`src/rtl/mem_domain_seq.sv`:
```
// Per-domain bring-up sequencer: staggered channel reset release, calibration supervision,
// NoC gating and stability-filtered chip-ID sync. Define MEM_DOMAIN_SEQ_RETRY_EN to enable calibration retries.
module mem_domain_seq #(
    parameter int unsigned NUM_CH      = 2,
    parameter int unsigned CHIPID_W    = 8,
    parameter int unsigned SYNC_STAGES = 2,
    parameter int unsigned RST_HOLD    = 16,
    parameter int unsigned STAGGER     = 8,
    parameter int unsigned CAL_TIMEOUT = 1024,
    parameter int unsigned MAX_RETRY   = 2
) (
    input  logic                  clk_i,
    input  logic                  sys_rst,
    input  logic [CHIPID_W-1:0]   home_chipid_i,
    input  logic [NUM_CH-1:0]     calib_done_i,
    input  logic [NUM_CH-1:0]     restart_i,
    output logic [CHIPID_W-1:0]   home_chipid_o,
    output logic [NUM_CH-1:0]     ch_rst_n_o,
    output logic [NUM_CH-1:0]     noc_en_o,
    output logic                  all_ready_o,
    output logic                  err_o,
    output logic [4*NUM_CH-1:0]   status_o
);
    typedef enum logic [1:0] {
        HOLD     = 2'd0,
        CAL_WAIT = 2'd1,
        READY    = 2'd2,
        ERROR    = 2'd3
    } state_t;

`ifdef MEM_DOMAIN_SEQ_RETRY_EN
    localparam bit RETRY_EN = 1'b1;
`else
    localparam bit RETRY_EN = 1'b0;
`endif

    localparam int unsigned HOLD_MAX = RST_HOLD + (NUM_CH - 1) * STAGGER;
    localparam int unsigned CNT_MAX  = (HOLD_MAX > CAL_TIMEOUT - 1) ? HOLD_MAX : CAL_TIMEOUT - 1;
    localparam int unsigned CNT_W    = $clog2(CNT_MAX + 1);

    logic [SYNC_STAGES-1:0][NUM_CH-1:0]   cal_ff;
    logic [SYNC_STAGES-1:0][CHIPID_W-1:0] id_ff;
    logic [NUM_CH-1:0]                    cal_sync;
    logic [NUM_CH-1:0]                    ready_v;
    logic [NUM_CH-1:0]                    err_v;

    assign cal_sync = cal_ff[SYNC_STAGES-1];

    // Chip ID is taken only when the last two synchroniser stages agree, so a moving bus never leaks through.
    always_ff @(posedge clk_i or posedge sys_rst) begin
        if (sys_rst) begin
            cal_ff        <= '0;
            id_ff         <= '0;
            home_chipid_o <= '0;
        end else begin
            cal_ff <= {cal_ff[SYNC_STAGES-2:0], calib_done_i};
            id_ff  <= {id_ff[SYNC_STAGES-2:0], home_chipid_i};
            if (id_ff[SYNC_STAGES-1] == id_ff[SYNC_STAGES-2])
                home_chipid_o <= id_ff[SYNC_STAGES-1];
        end
    end

    always_ff @(posedge clk_i or posedge sys_rst) begin
        if (sys_rst) begin
            all_ready_o <= 1'b0;
            err_o       <= 1'b0;
        end else begin
            all_ready_o <= &ready_v;
            err_o       <= |err_v;
        end
    end

    genvar i;
    generate
        for (i = 0; i < NUM_CH; i++) begin : g_ch
            localparam int unsigned FIRST_HOLD = RST_HOLD + i * STAGGER;

            state_t           st;
            logic [CNT_W-1:0] cnt;
            logic [1:0]       retry;
            logic             first;
            logic             rst_n;
            logic             noc;
            logic             hold_done;
            logic             timeout;

            // The post-reset hold counts from the first edge after release, re-entries count from entry.
            assign hold_done = first ? (cnt == CNT_W'(FIRST_HOLD)) : (cnt == CNT_W'(RST_HOLD - 1));
            assign timeout   = (cnt == CNT_W'(CAL_TIMEOUT - 1));

            always_ff @(posedge clk_i or posedge sys_rst) begin
                if (sys_rst) begin
                    st    <= HOLD;
                    cnt   <= '0;
                    retry <= '0;
                    first <= 1'b1;
                    rst_n <= 1'b0;
                    noc   <= 1'b0;
                end else begin
                    case (st)
                        HOLD: begin
                            if (hold_done) begin
                                st    <= CAL_WAIT;
                                cnt   <= '0;
                                first <= 1'b0;
                                rst_n <= 1'b1;
                            end else begin
                                cnt <= cnt + CNT_W'(1);
                            end
                        end
                        CAL_WAIT: begin
                            if (cal_sync[i]) begin
                                st  <= READY;
                                cnt <= '0;
                                noc <= 1'b1;
                            end else if (timeout) begin
                                cnt <= '0;
                                if (RETRY_EN && (retry < 2'(MAX_RETRY))) begin
                                    st    <= HOLD;
                                    rst_n <= 1'b0;
                                    retry <= retry + 2'd1;
                                end else begin
                                    st <= ERROR;
                                end
                            end else begin
                                cnt <= cnt + CNT_W'(1);
                            end
                        end
                        READY: begin
                            if (!cal_sync[i]) begin
                                st  <= ERROR;
                                cnt <= '0;
                                noc <= 1'b0;
                            end
                        end
                        ERROR: begin
                            if (restart_i[i]) begin
                                st    <= HOLD;
                                cnt   <= '0;
                                retry <= '0;
                                rst_n <= 1'b0;
                            end
                        end
                    endcase
                end
            end

            assign ch_rst_n_o[i]      = rst_n;
            assign noc_en_o[i]        = noc;
            assign ready_v[i]         = (st == READY);
            assign err_v[i]           = (st == ERROR);
            assign status_o[4*i +: 4] = {retry, st};
        end
    endgenerate
endmodule

```
`config.mk`:
```
export PLATFORM = sky130hd
export DESIGN_NAME = mem_domain_seq
export DESIGN_NICKNAME = d
export VERILOG_FILES = /design/src/rtl/mem_domain_seq.sv
export SDC_FILE = /design/constraint.sdc
export NUM_CORES = 1
export LEC_CHECK = 0
export ABC_CLOCK_PERIOD_IN_PS = 2200
export CORE_UTILIZATION = 39
export DETAILED_ROUTE_END_ITERATION = 8
export HOLD_SLACK_MARGIN = 0.12
export SYNTH_ARGS = -nofsm -noshare
export SYNTH_HDL_FRONTEND = slang
export SYNTH_SLANG_ARGS = --single-unit
export TNS_END_PERCENT = 50
```
`constraint.sdc`:
```
create_clock -name clk_i -period 2.2 [get_ports clk_i]
set_clock_uncertainty 0.2 [all_clocks]
set_input_delay 0.33 -clock clk_i [delete_from_list [all_inputs] [get_ports clk_i]]
set_output_delay 0.33 -clock clk_i [all_outputs]
set_load 0.02 [all_outputs]
```
==> results of run 1 <==
## final cells by class
class                      instances  share of cell area
clock buffer                       9             0.03200
clock inverter                     7             0.01939
inverter                          14             0.01357
multi-input combinational        191              0.3539
sequential                        60              0.3885
tap                               99             0.03200
timing repair buffer              72              0.1606
## metrics by stage
stage                     std cells  area (sq um)  utilization
after CTS                       450          3790       0.5225
after global placement          434          3586       0.4944
final                           452          3871       0.5337
after detailed placement        434          3586       0.4944
after floorplan                 278          2945            -
after global routing            452          3871       0.5337
## sequential cells by signal (all words and copies together) (netlist names)
name,count
g_ch.st,4
g_ch.noc,2
g_ch.cnt,20
id_ff,16
err_o,1
all_ready_o,1
cal_ff,2
g_ch.rst_n,2
g_ch.first,2
home_chipid_o,8
cal_sync,2
## metal layers
| layer | part of all wire | GRT usage | up-vias | wire length, um |
|---|---|---|---|---|
| met5 | 0 | 0 | - | 0 |
| met4 | 0.011 | 0.05718 | 0 | 70 |
| met3 | 0.050 | 0.05410 | 9 | 310 |
| met2 | 0.47 | 0.2650 | 46 | 2898 |
| met1 | 0.47 | 0.2295 | 1093 | 2911 |
| li1 | - | - | 1132 | - |
## worst reg2reg max path: stages (launching register included)
cell,delay (ns)
dfrtp_1,0.38
or4_4,0.54
or3_4,0.35
o211ai_4,0.23
buf_6,0.15
nand3b_1,0.10
o311ai_1,0.10
## cells in the final DEF (no fill, tap or decap), drive strengths merged, types with 4 or more instances in the layout
| cell type | count |
|---|---|
| nor2 | 9 |
| buf | 41 |
| nand3 | 6 |
| o21ai | 25 |
| conb | 4 |
| clkbuf | 9 |
| and3 | 6 |
| clkdlybuf4s50 | 31 |
| nand2b | 6 |
| nand2 | 27 |
| a21oi | 9 |
| clkinv | 4 |
| mux2 | 10 |
| nand4 | 4 |
| inv | 16 |
| dfrtp | 58 |
| o2bb2ai | 5 |
| nor4 | 5 |
| or3 | 4 |
| xor2 | 8 |
| a22o | 5 |
| ha | 12 |
## how the worst max path moves through the flow
stage / start / endpoint / slack, ns / depth (start not counted)
5_1_grt: g_ch[0].cnt[0]$_DFFE_PP0P_ / g_ch[0].st[1]$_DFFE_PP0P_ / -0.04 / 5
6_report: g_ch[0].cnt[5]$_DFFE_PP0P_ / g_ch[0].cnt[6]$_DFFE_PP0P_ / 0.03 / 6
3_3_place_gp: g_ch[0].cnt[1]$_DFFE_PP0P_ / g_ch[0].st[1]$_DFFE_PP0P_ / 0.009 / 5
4_1_cts: g_ch[0].cnt[5]$_DFFE_PP0P_ / g_ch[0].cnt[6]$_DFFE_PP0P_ / 0.01 / 5
2_1_floorplan: g_ch[0].cnt[5]$_DFFE_PP0P_ / g_ch[0].st[1]$_DFFE_PP0P_ / -0.04 / 5
3_5_place_dp: g_ch[0].cnt[5]$_DFFE_PP0P_ / g_ch[0].st[1]$_DFFE_PP0P_ / 0.003 / 4
## cell families after synthesis
| kind of cell | after synthesis | share of synthesized area |
|---|---|---|
| muxes | 11 | 0.04185 |
| buffers and inverters | 27 | 0.04739 |
| adders and majority gates | 12 | 0.05124 |
| and+or+nand+nor | 91 | 0.1699 |
| AOI/OAI and AO/OA | 65 | 0.1512 |
| DFF | 60 | 0.5132 |
| xor gates and xnor gates | 8 | 0.02391 |
| other | 1 | 0.001280 |
## power by group
group / internal (uW) / switching, uW
sequential: 1210 / 57.2
clock: 530 / 477
combinational: 437 / 500
## repair_timing
action                                  in CTS  in global routing
gates resized for setup                      1                 17
endpoints found under the setup margin       1                 19
pin swaps                                    0                  4
hold buffers                                 0                  0
buffers inserted                             0                  2
==> insert_results.sql, run 1 <==
INSERT INTO impl_metrics (metric_group, metric, value, unit) VALUES
('finish', 'design.final.nets', '374', ''),
('detailed_routing', 'postRouteAntennaNets', '0', ''),
('detailed_routing', 'post_dr_wirelength_cell', '13.69', 'um'),
('detailed_routing', 'totalWireLength', '6190', 'um'),
('floorplanning', 'fp.dieArea', '0.007864', 'sq mm'),
('logic_synthesis', 'yosys.cell_count.top_type', 'dfrtp_1', ''),
('clocking', 'htreeDepth', '3', ''),
('floorplanning', 'std_cell_rows', '31', ''),
('setup_path', 'rr_startpoint', 'g_ch[0].cnt[5]$_DFFE_PP0P_', ''),
('sta', 'final-max-slew-violation-count', '0', ''),
('finish', 'num_antenna_cells', '0', ''),
('logic_synthesis', 'synth_top_area_cell', 'dfrtp_1', ''),
('finish', 'layout-drive-gt1-share', '0.2408', ''),
('sta', 'fmaxAchievable', '0.4616', 'GHz'),
('global_routing', 'wire_length_of_the_first_global_routing_pass', '10230', 'um'),
('finish', 'ff_latch_area', '0.001504', 'sq mm'),
('global_routing', 'maximum_number_of_pins_on_one_net_before_global_route_repair', '36', ''),
('global_routing', 'grt_antenna_before_repair', '0', ''),
('sta', 'fin_worst_hold_slack', '0.1414', 'ns'),
('logic_synthesis', 'synthesis.yosys.warnings', '0', ''),
('logic_synthesis', 'most_used_flip_flop_cell_after_synthesis', 'dfrtp_1', ''),
('logic_synthesis', 'synthesis.area', '0.002930', 'sq mm'),
('place', 'globalplace.congestion', '0.8167', ''),
('setup_path', 'reg_to_reg_end', 'g_ch[0].cnt[6]$_DFFE_PP0P_', ''),
('finish', 'flow.area_growth_from_synthesis', '32.11', '%'),
('setup_path', 'crit_family', 'simple AND/OR/NAND/NOR gates', ''),
('floorplanning', 'start_util', '0.4040', ''),
('run', 'max_cap_viol_count', '0', ''),
('logic_synthesis', 'synth.top_cells.by_count', 'dfrtp_1 (58), nand2_1 (27), o21ai_0 (21)', ''),
('setup_path', 'crit_slowest_cell', 'or4_4', ''),
('detailed_routing', 'number_of_detailed_route_iterations_in_the_first_pass', '4', ''),
('finish', 'multiInputGateArea', '0.001370', 'sq mm'),
('setup_path', 'cp.required', '2.21', 'ns'),
('floorplanning', 'die_boundary_width', '88.68', 'um'),
('logic_synthesis', 'postSynthAreaPerCell', '10.66', 'sq um'),
('place', 'hpwl', '4364', 'um'),
('setup_path', 'cp_buf_inv_count', '1', ''),
('setup_path', 'cpPeakStageDelay', '0.54', 'ns'),
('clocking', 'clock_latency_on_the_worst_skew_pair', '0.34', 'ns'),
('clocking', 'clk_pin_slew_worst_paths', '0.08', 'ns'),
('finish', 'fill_cells', '672', ''),
('detailed_routing', 'drcViolationCount', '0', ''),
('logic_synthesis', 'ys_async_sr_fraction', '1.000', ''),
('logic_synthesis', 'postSynthCellCount', '275', ''),
('logic_synthesis', 'synth_seq_area_share', '0.5132', ''),
('global_routing', 'first_global_vias', '2170', ''),
('clocking', 'cts.sink_count', '60', ''),
('sta', 'setup_tns', '0', 'ns'),
('setup_path', 'critical_path_class', 'reg2reg', ''),
('place', 'dp_worst_setup_slack', '0.003181', 'ns'),
('floorplanning', 'ioPinCount', '36', ''),
('sta', 'period_share', '0.9847', ''),
('pwr', 'totalPowerFinal', '3207', 'uW'),
('detailed_routing', 'total_via_count_after_detailed_routing', '2280', ''),
('setup_path', 'crit_path_cell_trace', 'or4_4, or3_4, o211ai_4, buf_6, nand3b_1, o311ai_1', ''),
('logic_synthesis', 'postSynthRegisterBits', '60', ''),
('logic_synthesis', 'number_of_different_library_cells_in_the_post_synthesis_netlist', '53', ''),
('global_routing', 'grtUsageTotal', '0.1718', ''),
('pwr', 'p_leak', '0.001733', 'uW'),
('clocking', 'clockBufferDepth', '2', ''),
('sta', 'timing.final.crit_period', '2.166', 'ns'),
('global_routing', 'grt_overflow_total', '0', ''),
('sta', 'hold_violations', '0', ''),
('place', 'port-buffer-count', '31', ''),
('sta', 'final.setup.worst_slack', '0.03357', 'ns'),
('sta', 'grt_setup_unrepaired', 'true', ''),
('pwr', 'ir_worst_vdd', '0.7062', 'mV'),
('setup_path', 'worstSetupStartpointType', 'register', ''),
('run_status', 'run_status', 'finished clean', ''),
('clocking', 'clock_tree.root_cell', 'clkbuf_8', ''),
('setup_path', 'number_of_cell_instances_on_the_worst_register_to_register_path', '6', '');
Note: power is estimated with default switching activity, not from simulation.
==> run 2, diff against run 1 <==
ABC_CLOCK_PERIOD_IN_PS = 2430   (was 2200)
clock period = 2.43 ns   (was 2.2 ns; I/O delays follow)
==> run 2 against run 1 <==
  * Clock power down 11%
  * Die area stayed put
  * Register-to-register slack better by 0.13 ns
  * First-iteration DRC count up 1.2%
  * Sequential share of layout area grew 2.8 points
==> insert_results.sql, run 2 (synthesis gave the netlist of run 1 again) <==
INSERT INTO impl_metrics (metric_group, metric, value, unit) VALUES
('setup_path', 'crit_arrival', '2.28', 'ns'),
('setup_path', 'critical_path_sink_type', 'register', ''),
('detailed_routing', 'post_dr_wirelength_cell', '13.25', 'um'),
('pwr', 'share_clk_of_total_power', '0.322', ''),
('finish', 'leading_cell_type_in_the_layout_fill_and_taps_excluded', 'dfrtp_1', ''),
('finish', 'largest_register_ffs', '20', ''),
('clocking', 'clock_tree_from_tritoncts', 'built', ''),
('detailed_routing', 'postRouteAntennaNets', '0', ''),
('detailed_routing', 'detailedRoute.firstIterationViolations', '86', ''),
('setup_path', 'critical_path_class', 'reg2reg', ''),
('clocking', 'cts-hold-fix-buffers', '0', ''),
('place', 'globalplace.congestion', '0.7827', ''),
('pwr', 'internal-power', '1888', 'uW'),
('finish', 'num_antenna_cells', '0', ''),
('clocking', 'ctsResizeCount', '0', ''),
('global_routing', 'grtUsageTotal', '0.1663', ''),
('detailed_routing', 'drcViolationCount', '0', ''),
('sta', 'timing.final.crit_period', '2.269', 'ns'),
('finish', 'design.final.nets', '347', ''),
('floorplanning', 'fp.dieArea', '0.007864', 'sq mm'),
('detailed_routing', 'number_of_detailed_route_iterations_in_the_first_pass', '4', ''),
('floorplanning', 'start_util', '0.4040', ''),
('clocking', 'clock_latency_on_the_worst_skew_pair', '0.34', 'ns'),
('setup_path', 'crit_path_cell_trace', 'or4_1, or3_1, o211ai_2, or2b_1, o311ai_1', ''),
('run_status', 'run_status', 'finished clean', ''),
('run', 'max_cap_viol_count', '0', ''),
('setup_path', 'cpPeakStageDelay', '0.53', 'ns'),
('finish', 'layout-drive-gt1-share', '0.1442', ''),
('clocking', 'htreeDepth', '3', ''),
('detailed_routing', 'total_via_count_after_detailed_routing', '2163', ''),
('pwr', 'ir_worst_vdd', '0.6240', 'mV'),
('setup_path', 'cp.required', '2.44', 'ns'),
('setup_path', 'worstSetupStartpointType', 'register', ''),
('pwr', 'p_leak', '0.001587', 'uW'),
('pwr', 'pwr_density_cell', '772.9', 'mW/mm^2'),
('finish', 'layout_top_registers', 'g_ch.cnt (20), id_ff (16), home_chipid_o (8)', ''),
('global_routing', 'first_global_vias', '2097', ''),
('finish', 'final_cell_mix', 'dfrtp_1 (58), clkdlybuf4s50_1 (31), nand2_1 (27)', ''),
('hold_path', 'hold_class', 'reg2reg', ''),
('detailed_routing', 'routed_via_density', '5.089', ''),
('floorplanning', 'ioPinCount', '36', ''),
('floorplanning', 'die_boundary_width', '88.68', 'um'),
('floorplanning', 'core_area', '0.007253', 'sq mm'),
('sta', 'slew_headroom', '0.6448', ''),
('floorplanning', 'std_cell_rows', '31', ''),
('sta', 'period_share', '0.9338', ''),
('pwr', 'power.share.switching', '0.3240', ''),
('clocking', 'clk_pin_slew_worst_paths', '0.08', 'ns'),
('finish', 'flow.area_growth_from_synthesis', '23.31', '%'),
('floorplanning', 'die_h', '88.68', 'um'),
('setup_path', 'critical_path.max_fanout', '6', ''),
('sta', 'fin_worst_hold_slack', '0.1488', 'ns'),
('sta', 'fmaxAchievable', '0.4407', 'GHz'),
('sta', 'setup_tns', '0', 'ns'),
('global_routing', 'grt_antenna_before_repair', '0', ''),
('detailed_routing', 'totalWireLength', '5631', 'um'),
('pwr', 'p_switching', '904.8', 'uW'),
('sta', 'grt_setup_unrepaired', 'false', ''),
('clocking', 'cts.sink_count', '60', ''),
('finish', 'max_flop_register', 'g_ch.cnt', ''),
('sta', 'final-setup-viol-count', '0', ''),
('clocking', 'cts_setup_buffers', '0', ''),
('pwr', 'power.combinational.fraction', '0.256', ''),
('sta', 'hold_violations', '0', ''),
('global_routing', 'grt_overflow_total', '0', ''),
('clocking', 'cts_buffer_count', '9', ''),
('place', 'hpwl', '3977', 'um'),
('clocking', 'clock_tree.root_cell', 'clkbuf_8', ''),
('sta', 'final-max-slew-violation-count', '0', ''),
('global_routing', 'maximum_number_of_pins_on_one_net_before_global_route_repair', '41', ''),
('global_routing', 'wire_length_of_the_first_global_routing_pass', '9798', 'um'),
('pwr', 'seqPwrFrac', '0.422', ''),
('clocking', 'clockBufferDepth', '2', ''),
('sta', 'worst_pin_slew', '0.5293', 'ns'),
('place', 'port-buffer-count', '31', ''),
('setup_path', 'crit_slowest_cell', 'or4_1', '');
## run 2: changes by cell type in the layout (fill, tap and decap cells not counted), moves of 2 or more
| cell | change |
|---|---|
| clkinvlp_4 | +2 |
| o21ai_0 | +4 |
| or3_1 | +2 |
| buf_4 | -27 |
| o21ai_2 | -2 |
| or3_4 | -2 |
| o21ai_1 | -2 |
## run 2: layer usage
metal / part of all wire / vias up / track usage
met5: 0 / - / 0
li1: - / 1070 / -
met4: 0.0094 / 0 / 0.06745
met3: 0.036 / 7 / 0.05037
met1: 0.49 / 1048 / 0.2148
met2: 0.47 / 38 / 0.2615
## run 2: metrics by stage
stage	cells	utilization	area, sq um	worst slack (ns)	total power, uW
floorplan	278	-	2942	0.1538	1662
CTS	425	0.4973	3607	0.1629	2832
global placement	409	0.4697	3407	0.1652	1899
finish	425	0.4982	3613	0.1609	2793
global route	425	0.4982	3613	0.01553	2971
detailed placement	409	0.4697	3407	0.1749	1908
## run 2: power groups by stage
stage	Sequential [uW]	Clock (uW)	Combinational (uW)
floorplan	1230	0	430
global placement	1190	0	706
detailed placement	1200	0	713
CTS	1180	935	719
global route	1200	972	802
finish	1180	899	715
## run 2: area by class of cell
type	count	area (sq um)
clock buffers	9	123.9
clock inverters	7	76.32
fillers	706	3640
inverters	14	52.55
multi-input cells	191	1305
flip-flops and latches	60	1504
well taps	99	123.9
repair buffers	45	427.9
## run 2: worst paths after layout
check                                                 from                         end  slack (ns)  depth (start not counted)
worst max register to register  g_ch[0].cnt[6]$_DFFE_PP0P_  g_ch[0].cnt[6]$_DFFE_PP0P_        0.16                          5
min in group asynchronous                          sys_rst          id_ff[6]$_DFF_PP0_        0.18                          3
worst min-delay path                   cal_ff[0]$_DFF_PP0_       cal_sync[0]$_DFF_PP0_        0.15                          0
max in group asynchronous                          sys_rst   g_ch[1].first$_DFFE_PP1P_        1.59                          3
worst max-delay path            g_ch[0].cnt[6]$_DFFE_PP0P_  g_ch[0].cnt[6]$_DFFE_PP0P_        0.16                          5
worst min register to register         cal_ff[0]$_DFF_PP0_       cal_sync[0]$_DFF_PP0_        0.15                          0
## run 2: worst max-delay path, delay by kind of cell (launching register included)
family | cells | cell delay (ns)
and+or+nand+nor | 3 | 1.15
DFF | 1 | 0.40
AOI/OAI and AO/OA | 2 | 0.39
